File: config.mk
export PLATFORM = sky130hd
export DESIGN_NAME = fetch_stage
export DESIGN_NICKNAME = d
export VERILOG_FILES = /design/src/rtl/fetch_stage.sv
export SDC_FILE = /design/constraint.sdc
export NUM_CORES = 1
export LEC_CHECK = 0
export CAP_MARGIN = 30
export CELL_PAD_IN_SITES_DETAIL_PLACEMENT = 0
export CELL_PAD_IN_SITES_GLOBAL_PLACEMENT = 2
export CORE_ASPECT_RATIO = 1.1
export CORE_MARGIN = 8
export CORE_UTILIZATION = 33
export CTS_BUF_LIST = sky130_fd_sc_hd__clkbuf_4
export DETAILED_ROUTE_END_ITERATION = 8
export PLACE_DENSITY = 0.95
export SYNTH_ARGS = -nofsm -noshare
export SYNTH_HDL_FRONTEND = slang
export SYNTH_SLANG_ARGS = --single-unit
File: constraint.sdc
create_clock -name clk_i -period 6.92 [get_ports clk_i]
set_clock_uncertainty 0.05 [all_clocks]
set_input_delay 2.076 -clock clk_i [delete_from_list [all_inputs] [get_ports clk_i]]
set_output_delay 2.076 -clock clk_i [all_outputs]
set_load 0.01 [all_outputs]
File: src/rtl/fetch_stage.sv
// fetch_stage: owns the PC, issues in-order imem word fetches and hands PC/instruction pairs to the F/D register
// Ports:
//    clk_i, reset_ni                  clock, synchronous active-low reset
//    redirect_valid_i, redirect_pc_i  reload the PC and squash everything fetched or still in flight
//    imem_req_valid_o/addr_o/ready_i  word fetch request at the current PC
//    imem_rsp_valid_i/data_i          in-order instruction responses
//    valid_o, instruction_o, PC_o     head of the fetch FIFO, popped when ready_i is high
module fetch_stage #(
   parameter logic [63:0] ResetPC   = 64'h0,
   parameter int unsigned FifoDepth = 2
) (
   input  logic        clk_i,
   input  logic        reset_ni,
   input  logic        redirect_valid_i,
   input  logic [63:0] redirect_pc_i,
   output logic        imem_req_valid_o,
   output logic [63:0] imem_req_addr_o,
   input  logic        imem_req_ready_i,
   input  logic        imem_rsp_valid_i,
   input  logic [31:0] imem_rsp_data_i,
   output logic        valid_o,
   output logic [31:0] instruction_o,
   output logic [63:0] PC_o,
   input  logic        ready_i
);
   localparam int unsigned Aw = $clog2(FifoDepth);
   localparam logic [31:0] Nop = 32'h0000_0013;
   typedef logic [Aw:0] ptr_t;
   typedef logic [Aw+1:0] cnt_t;
   logic [63:0] pc_q, pc_d;
   // head = oldest entry, fill = oldest unfilled entry, tail = next free slot;
   // entries in [head, fill) are filled, so no per-entry flag is stored
   ptr_t head_q, head_d, fill_q, fill_d, tail_q, tail_d, drop_q, drop_d;
   logic run_q, run_d;
   logic [63:0] pc_mem_q [FifoDepth];
   logic [63:0] pc_mem_d [FifoDepth];
   logic [31:0] data_mem_q [FifoDepth];
   logic [31:0] data_mem_d [FifoDepth];
   ptr_t count, unfilled;
   logic empty, accept, pop, rsp_drop, rsp_fill;
   assign count    = tail_q - head_q;
   assign unfilled = tail_q - fill_q;
   assign empty    = count == '0;
   // run_q keeps the request port quiet for the first cycle after reset
   assign imem_req_valid_o = run_q && !redirect_valid_i && (cnt_t'(count) + cnt_t'(drop_q) < cnt_t'(FifoDepth));
   assign imem_req_addr_o  = pc_q;
   assign accept   = imem_req_valid_o && imem_req_ready_i;
   assign rsp_drop = imem_rsp_valid_i && drop_q != '0;
   assign rsp_fill = imem_rsp_valid_i && drop_q == '0 && unfilled != '0;
   assign valid_o       = fill_q != head_q;
   assign pop           = valid_o && ready_i;
   assign instruction_o = valid_o ? data_mem_q[head_q[Aw-1:0]] : Nop;
   assign PC_o          = empty ? 64'h0 : pc_mem_q[head_q[Aw-1:0]];
   always_comb begin
      pc_d       = pc_q;
      head_d     = head_q;
      fill_d     = fill_q;
      tail_d     = tail_q;
      drop_d     = drop_q;
      run_d      = 1'b1;
      pc_mem_d   = pc_mem_q;
      data_mem_d = data_mem_q;
      if (redirect_valid_i) begin
         pc_d   = {redirect_pc_i[63:2], 2'b00};
         head_d = '0;
         fill_d = '0;
         tail_d = '0;
         // every unfilled entry still owes a response; one arriving now is already consumed
         drop_d = drop_q + unfilled - ptr_t'(rsp_drop || rsp_fill);
      end else begin
         if (accept) begin
            pc_mem_d[tail_q[Aw-1:0]] = pc_q;
            tail_d = tail_q + 1'b1;
            pc_d   = pc_q + 64'd4;
         end
         if (rsp_drop) drop_d = drop_q - 1'b1;
         if (rsp_fill) begin
            data_mem_d[fill_q[Aw-1:0]] = imem_rsp_data_i;
            fill_d = fill_q + 1'b1;
         end
         if (pop) head_d = head_q + 1'b1;
      end
   end
   always_ff @(posedge clk_i) begin
      if (!reset_ni) begin
         pc_q   <= ResetPC;
         head_q <= '0;
         fill_q <= '0;
         tail_q <= '0;
         drop_q <= '0;
         run_q  <= 1'b0;
         for (int i = 0; i < FifoDepth; i++) begin
            pc_mem_q[i]   <= '0;
            data_mem_q[i] <= '0;
         end
      end else begin
         pc_q       <= pc_d;
         head_q     <= head_d;
         fill_q     <= fill_d;
         tail_q     <= tail_d;
         drop_q     <= drop_d;
         run_q      <= run_d;
         pc_mem_q   <= pc_mem_d;
         data_mem_q <= data_mem_d;
      end
   end
   // a response must either be owed to a squashed request or fill a live entry
   rsp_legal_a: assert property (@(posedge clk_i) disable iff (!reset_ni)
      imem_rsp_valid_i |-> (drop_q != '0 || unfilled != '0));
endmodule

* Word-level counts from Yosys, hierarchy flattened *
Index checks and enable logic that the tools add are counted.
W data, S select, Z words.

cells by class
  muxes and demuxes = 19
  bitwise operators = 5
  equal/unequal tests = 1
  magnitude comparators = 6
  add/subtract/negate cells = 10
  reduce and logical (&&, ||, !) cells = 20

operators with widths
  cell                     count
  $mux W64                 7
  $mux W32                 5
  $bwmux W128              1
  $add A64 B3 Y64 const B  1
  $bwmux W64               1
  $demux W64 S1            1
  $demux W32 S1            1
  $logic_and A1 B1 Y1      9
  $reduce_bool A2 Y1       4
  $add A2 B1 Y2 const B    3
  $ge A2 B2 Y1 const B     3
  $not A1 Y2               3
  $logic_not A2 Y1         2
  $lt A2 B1 Y1 const B     2
  $mux W2                  2
  $reduce_and A2 Y1        2
  $sub A2 B2 Y2            2
  $add A2 B2 Y3            1
  $lt A3 B2 Y1 const B     1
  $add A2 B2 Y2            1
  $ne A2 B2 Y1             1
  $not A1 Y1               2
  $reduce_or A2 Y1         1
  $sub A2 B1 Y2            1
  other kinds (4)          4

word-level totals
  output and inout port bits = 162
  word-level logic and storage cells = 72
  input bits = 102
  register bits after elaboration = 265

* Depth between registers and ports, before layout *
  depth after elaboration = 7
  depth in mapped cells = 14
  gate-level depth less buffers = 13

* Worst setup path after synthesis *
OpenSTA, ideal clock, no wires.

  path type = input -> output
  start point = input redirect_valid_i
  end point = output imem_req_valid_o
  cell stages on the path = 3
  data arrival time = 2,610 ps
  buffers on the path = 2
  data required time = 4,794 ps
  slack = 2,184 ps
  cells stage by stage = buf_2 and4b_1 buf_2

between the ends
  longest elaborated chain between the ends = 3

ends and longest elaborated chain
  what                               line  text
  start, declared                    14    input logic redirect_valid_i,
  $logic_not A1 Y1                   45    assign imem_req_valid_o = run_q && !redirect_valid_i && (cnt_t'(count) + cnt_t'(drop_q) < cnt_t'(FifoDepth));
  $logic_and A1 B1 Y1 (2 in series)  45
  end, declared                      16    output logic imem_req_valid_o,

Every way passes these cells.

* Worst setup path after layout *
  start point = register head_q[0]
  end point = output PC_o[31]

between the ends
  longest elaborated chain between the ends = 5
  elaborated cells on any way between the ends = 7
  those cells by class = 1 x add/sub; 4 x mux; 1 x bitwise; 1 x reduce/logical

ends and longest elaborated chain
  what                                                                   line  text
  start, declared                                                        33    ptr_t head_q, head_d, fill_q, fill_d, tail_q, tail_d, drop_q, drop_d;
  start signal, assigned                                                 87    head_q <= '0;
  start signal, assigned                                                 98    head_q <= head_d;
  parallel branches: the longest is 4 deep, another holds $sub A2 B2 Y2  --
  $mux W64 *                                                             53    assign PC_o = empty ? 64'h0 : pc_mem_q[head_q[Aw-1:0]];
  end, declared                                                          23    output logic [63:0] PC_o,

Mark *: on every way between the ends. The select of a mux whose other input is x is not followed.

==> impl_metrics.tcl <==
set metrics [dict create \
    status "finished clean" \
    antenna_found_initial 7 \
    holdPathEnd "pc_mem_q[22]" \
    placed_cell_area_um2 15400 \
    p_per_area_nw_per_um2 212 \
    p_sw_w 0.000936 \
    setup_viol 0 \
    final_nets 1955 \
    drv_cap 0 \
    slew_violations 0 \
    fill_cells 3873 \
    portBuffers 257 \
    hold_depth 2 \
    start_kind "flip-flop" \
    tightest_slew_ns 0.936 \
    ys_top_cells_by_area "dfxtp_1 41%, nand2_1 11%, mux2i_1 7.5%, a21oi_1 6.1%, nand3_1 4.1%" \
    synth.distinct_cells 74 \
    drive_above_1_share_pct 8.73 \
    rsz0062_at_grt "false" \
    reg2reg_depth 10 \
    end_kind "primary output" \
    setup-tns-final_ns 0 \
    drt-initial-drc-count 721 \
    yosysMostFrequentCell "nand2_1" \
    grt_max_degree 109 \
    stdcell_area_um2 16400 \
    cts_max_path_buffers 3 \
    start_util_pct 33.4 \
    async_flop_share_pct 0 \
    syn_area_per_cell_um2 7.71 \
    fmax_mhz 166 \
    synth_top_area_cell "dfxtp_1" \
    avgRoutedWirePerCell_um 18.5 \
    dieArea_um2 44900 \
    gp_congestion 0.806 \
    numClockSinks 259 \
    dieHeight_um 222 \
    grt_overflow_total 0 \
    dp_hpwl_um 29000 \
    coreArea_um2 38000 \
    p_clk_share_pct 43.9 \
    viasPerCell 5.25 \
    synth_edf_count 0 \
    switching_share_pct 27.0 \
    h-tree-depth 3 \
    die_x_um 203 \
    seqCellArea_um2 5190 \
    r2r_slack_ns 2.70 \
    cts_tree "done" \
    numCtsBuffers 73 \
    drtPass1Iterations 5 \
    num_vias 12600 \
    syn_area_um2 12700 \
    yosys-top-cells-count "370 x nand2_1, 259 x dfxtp_1, 155 x a21oi_1, 119 x nor2_1, 104 x nand3_1" \
    cp_max_fo 38 \
    clk_latency_ns 0.70 \
    min_from "pc_mem_q[22]" \
    clk_pin_slew_worst_paths_ns 0.06 \
    grt_usage_pct 19.1 \
    p_leak_nw 5.17 \
    drt-total-wl_um 44500 \
    area_growth_pct 29.1 \
    required_ns 4.79 \
    hold_violations 0 \
    ctsResizeCount 0 \
    synth_top_area_share_pct 40.9 \
    detail-route-antenna-nets 0 \
    synth_ff_type "dfxtp_1" \
    root_buffer "clkbuf_4" \
    synth_cells 1645 \
    holdWs_ns 0.401 \
    vdd_drop_max_mv 0.115 \
    grt_pass1_wl_um 69500 \
    p_seq_share_pct 45.8 \
    synth_seq_cells 259 \
    synth-warning-count 0 \
    post_cts_buffers 0 \
    multi_input_area_um2 6770 \
    pwr-share-comb_pct 10.3 \
    rows 75 \
    finalCritPeriodShare_pct 87.2 \
    rr_endpoint "imem_req_addr_o[61]" \
    drc 0 \
    hold_buffers 0 \
    synth_seq_area_share_pct 40.9 \
    first_global_vias 12300 \
    r2r_start "head_q[0]" \
    final_core_util_pct 43.1 \
    critical_path_class "flip-flop to primary output" \
    ios 264 \
    hold_class "flip-flop to flip-flop" \
    slew-limit-headroom_pct 37.2 \
    period_minus_slack_ns 6.03 \
    cp_data_arrival_time_ns 3.91 \
    internal_power_w 0.00254 \
]
==> stage by stage <==
| stage | total power (W) | worst slack (ns) | std cells |
|---|---|---|---|
| floorplan | 0.00180 | 2.18 | 1648 |
| global placement | 0.00198 | 1.44 | 2271 |
| detailed placement | 0.00199 | 1.44 | 2271 |
| CTS | 0.00353 | 0.668 | 2402 |
| global route | 0.00365 | 0.533 | 2403 |
| finish | 0.00347 | 0.885 | 2404 |
==> worst max-delay path, stage by stage, from the launching register on <==
cell	delay, ns
dfxtp_4	0.76
ha_1	0.27
xor2_1	0.21
xnor2_1	0.20
and2_2	0.74
buf_4	0.41
nor2_1	0.10
clkdlybuf4s50_1	0.49
==> power groups by stage <==
stage	combinational [W]	sequential (W)	clock (W)
global route	0.000393	0.00160	0.00166
finish	0.000358	0.00159	0.00152
detailed placement	0.000360	0.00163	0
CTS	0.000362	0.00159	0.00158
floorplan	0.000205	0.00160	0
global placement	0.000357	0.00162	0
==> state kept, by name (all words and copies together), names as in the netlist <==
name	count
imem_req_addr_o	62
tail_q	2
pc_mem_q	124
head_q	2
drop_q	2
run_q	1
data_mem_q	64
fill_q	2
==> area by class of cell <==
cell class | count | share of cell area [%]
multi-input cells | 1217 | 41.3
flip-flops and latches | 259 | 31.7
repair buffers | 278 | 16.6
clock buffers | 106 | 4.86
well taps | 500 | 3.82
clock inverters | 25 | 1.22
inverters | 17 | 0.420
diodes | 2 | 0.0306
==> worst max-delay path by stage <==
stage,endpoint,startpoint,cells after the start
detailed placement,imem_req_valid_o,redirect_valid_i,3
CTS,PC_o[31],head_q[0],7
global placement,imem_req_valid_o,redirect_valid_i,3
global route,PC_o[31],head_q[0],7
finish,PC_o[31],head_q[0],7
floorplan,imem_req_valid_o,redirect_valid_i,3
==> metal layers <==
metal / global-route usage, % / up-vias / share of wire [%]
li1: - / 6195 / -
met1: 23.5 / 5875 / 43
met2: 30.9 / 449 / 46
met3: 6.18 / 81 / 8.6
met4: 6.48 / 12 / 2.1
met5: 0 / - / 0.17
==> cell usage in the layout (no fill, tap or decap), drive strengths merged, types with 14 or more instances in the layout <==
cell type	netlist	routed
nand2	371	371
dfxtp	259	259
clkdlybuf4s50	0	255
a21oi	156	156
nor2	121	121
nand3	107	107
clkbuf	80	106
mux2i	95	95
o21ai	94	94
a31oi	33	33
nand4	27	27
buf	75	23
clkinv	1	21
nor3	19	19
inv	16	17
and4	15	15
or4	15	15
and3	14	14
==> cells by family after synthesis <==
logic type / after synthesis / share of synthesized area [%]
other cells: 1 / 0.0296
flops: 259 / 40.9
buf+inv: 172 / 6.02
compound gates: 358 / 16.5
mux: 97 / 7.68
fa+ha+maj: 7 / 0.750
simple gates: 736 / 27.0
xor+xnor: 15 / 1.14
(Power assumes the default switching activity.)
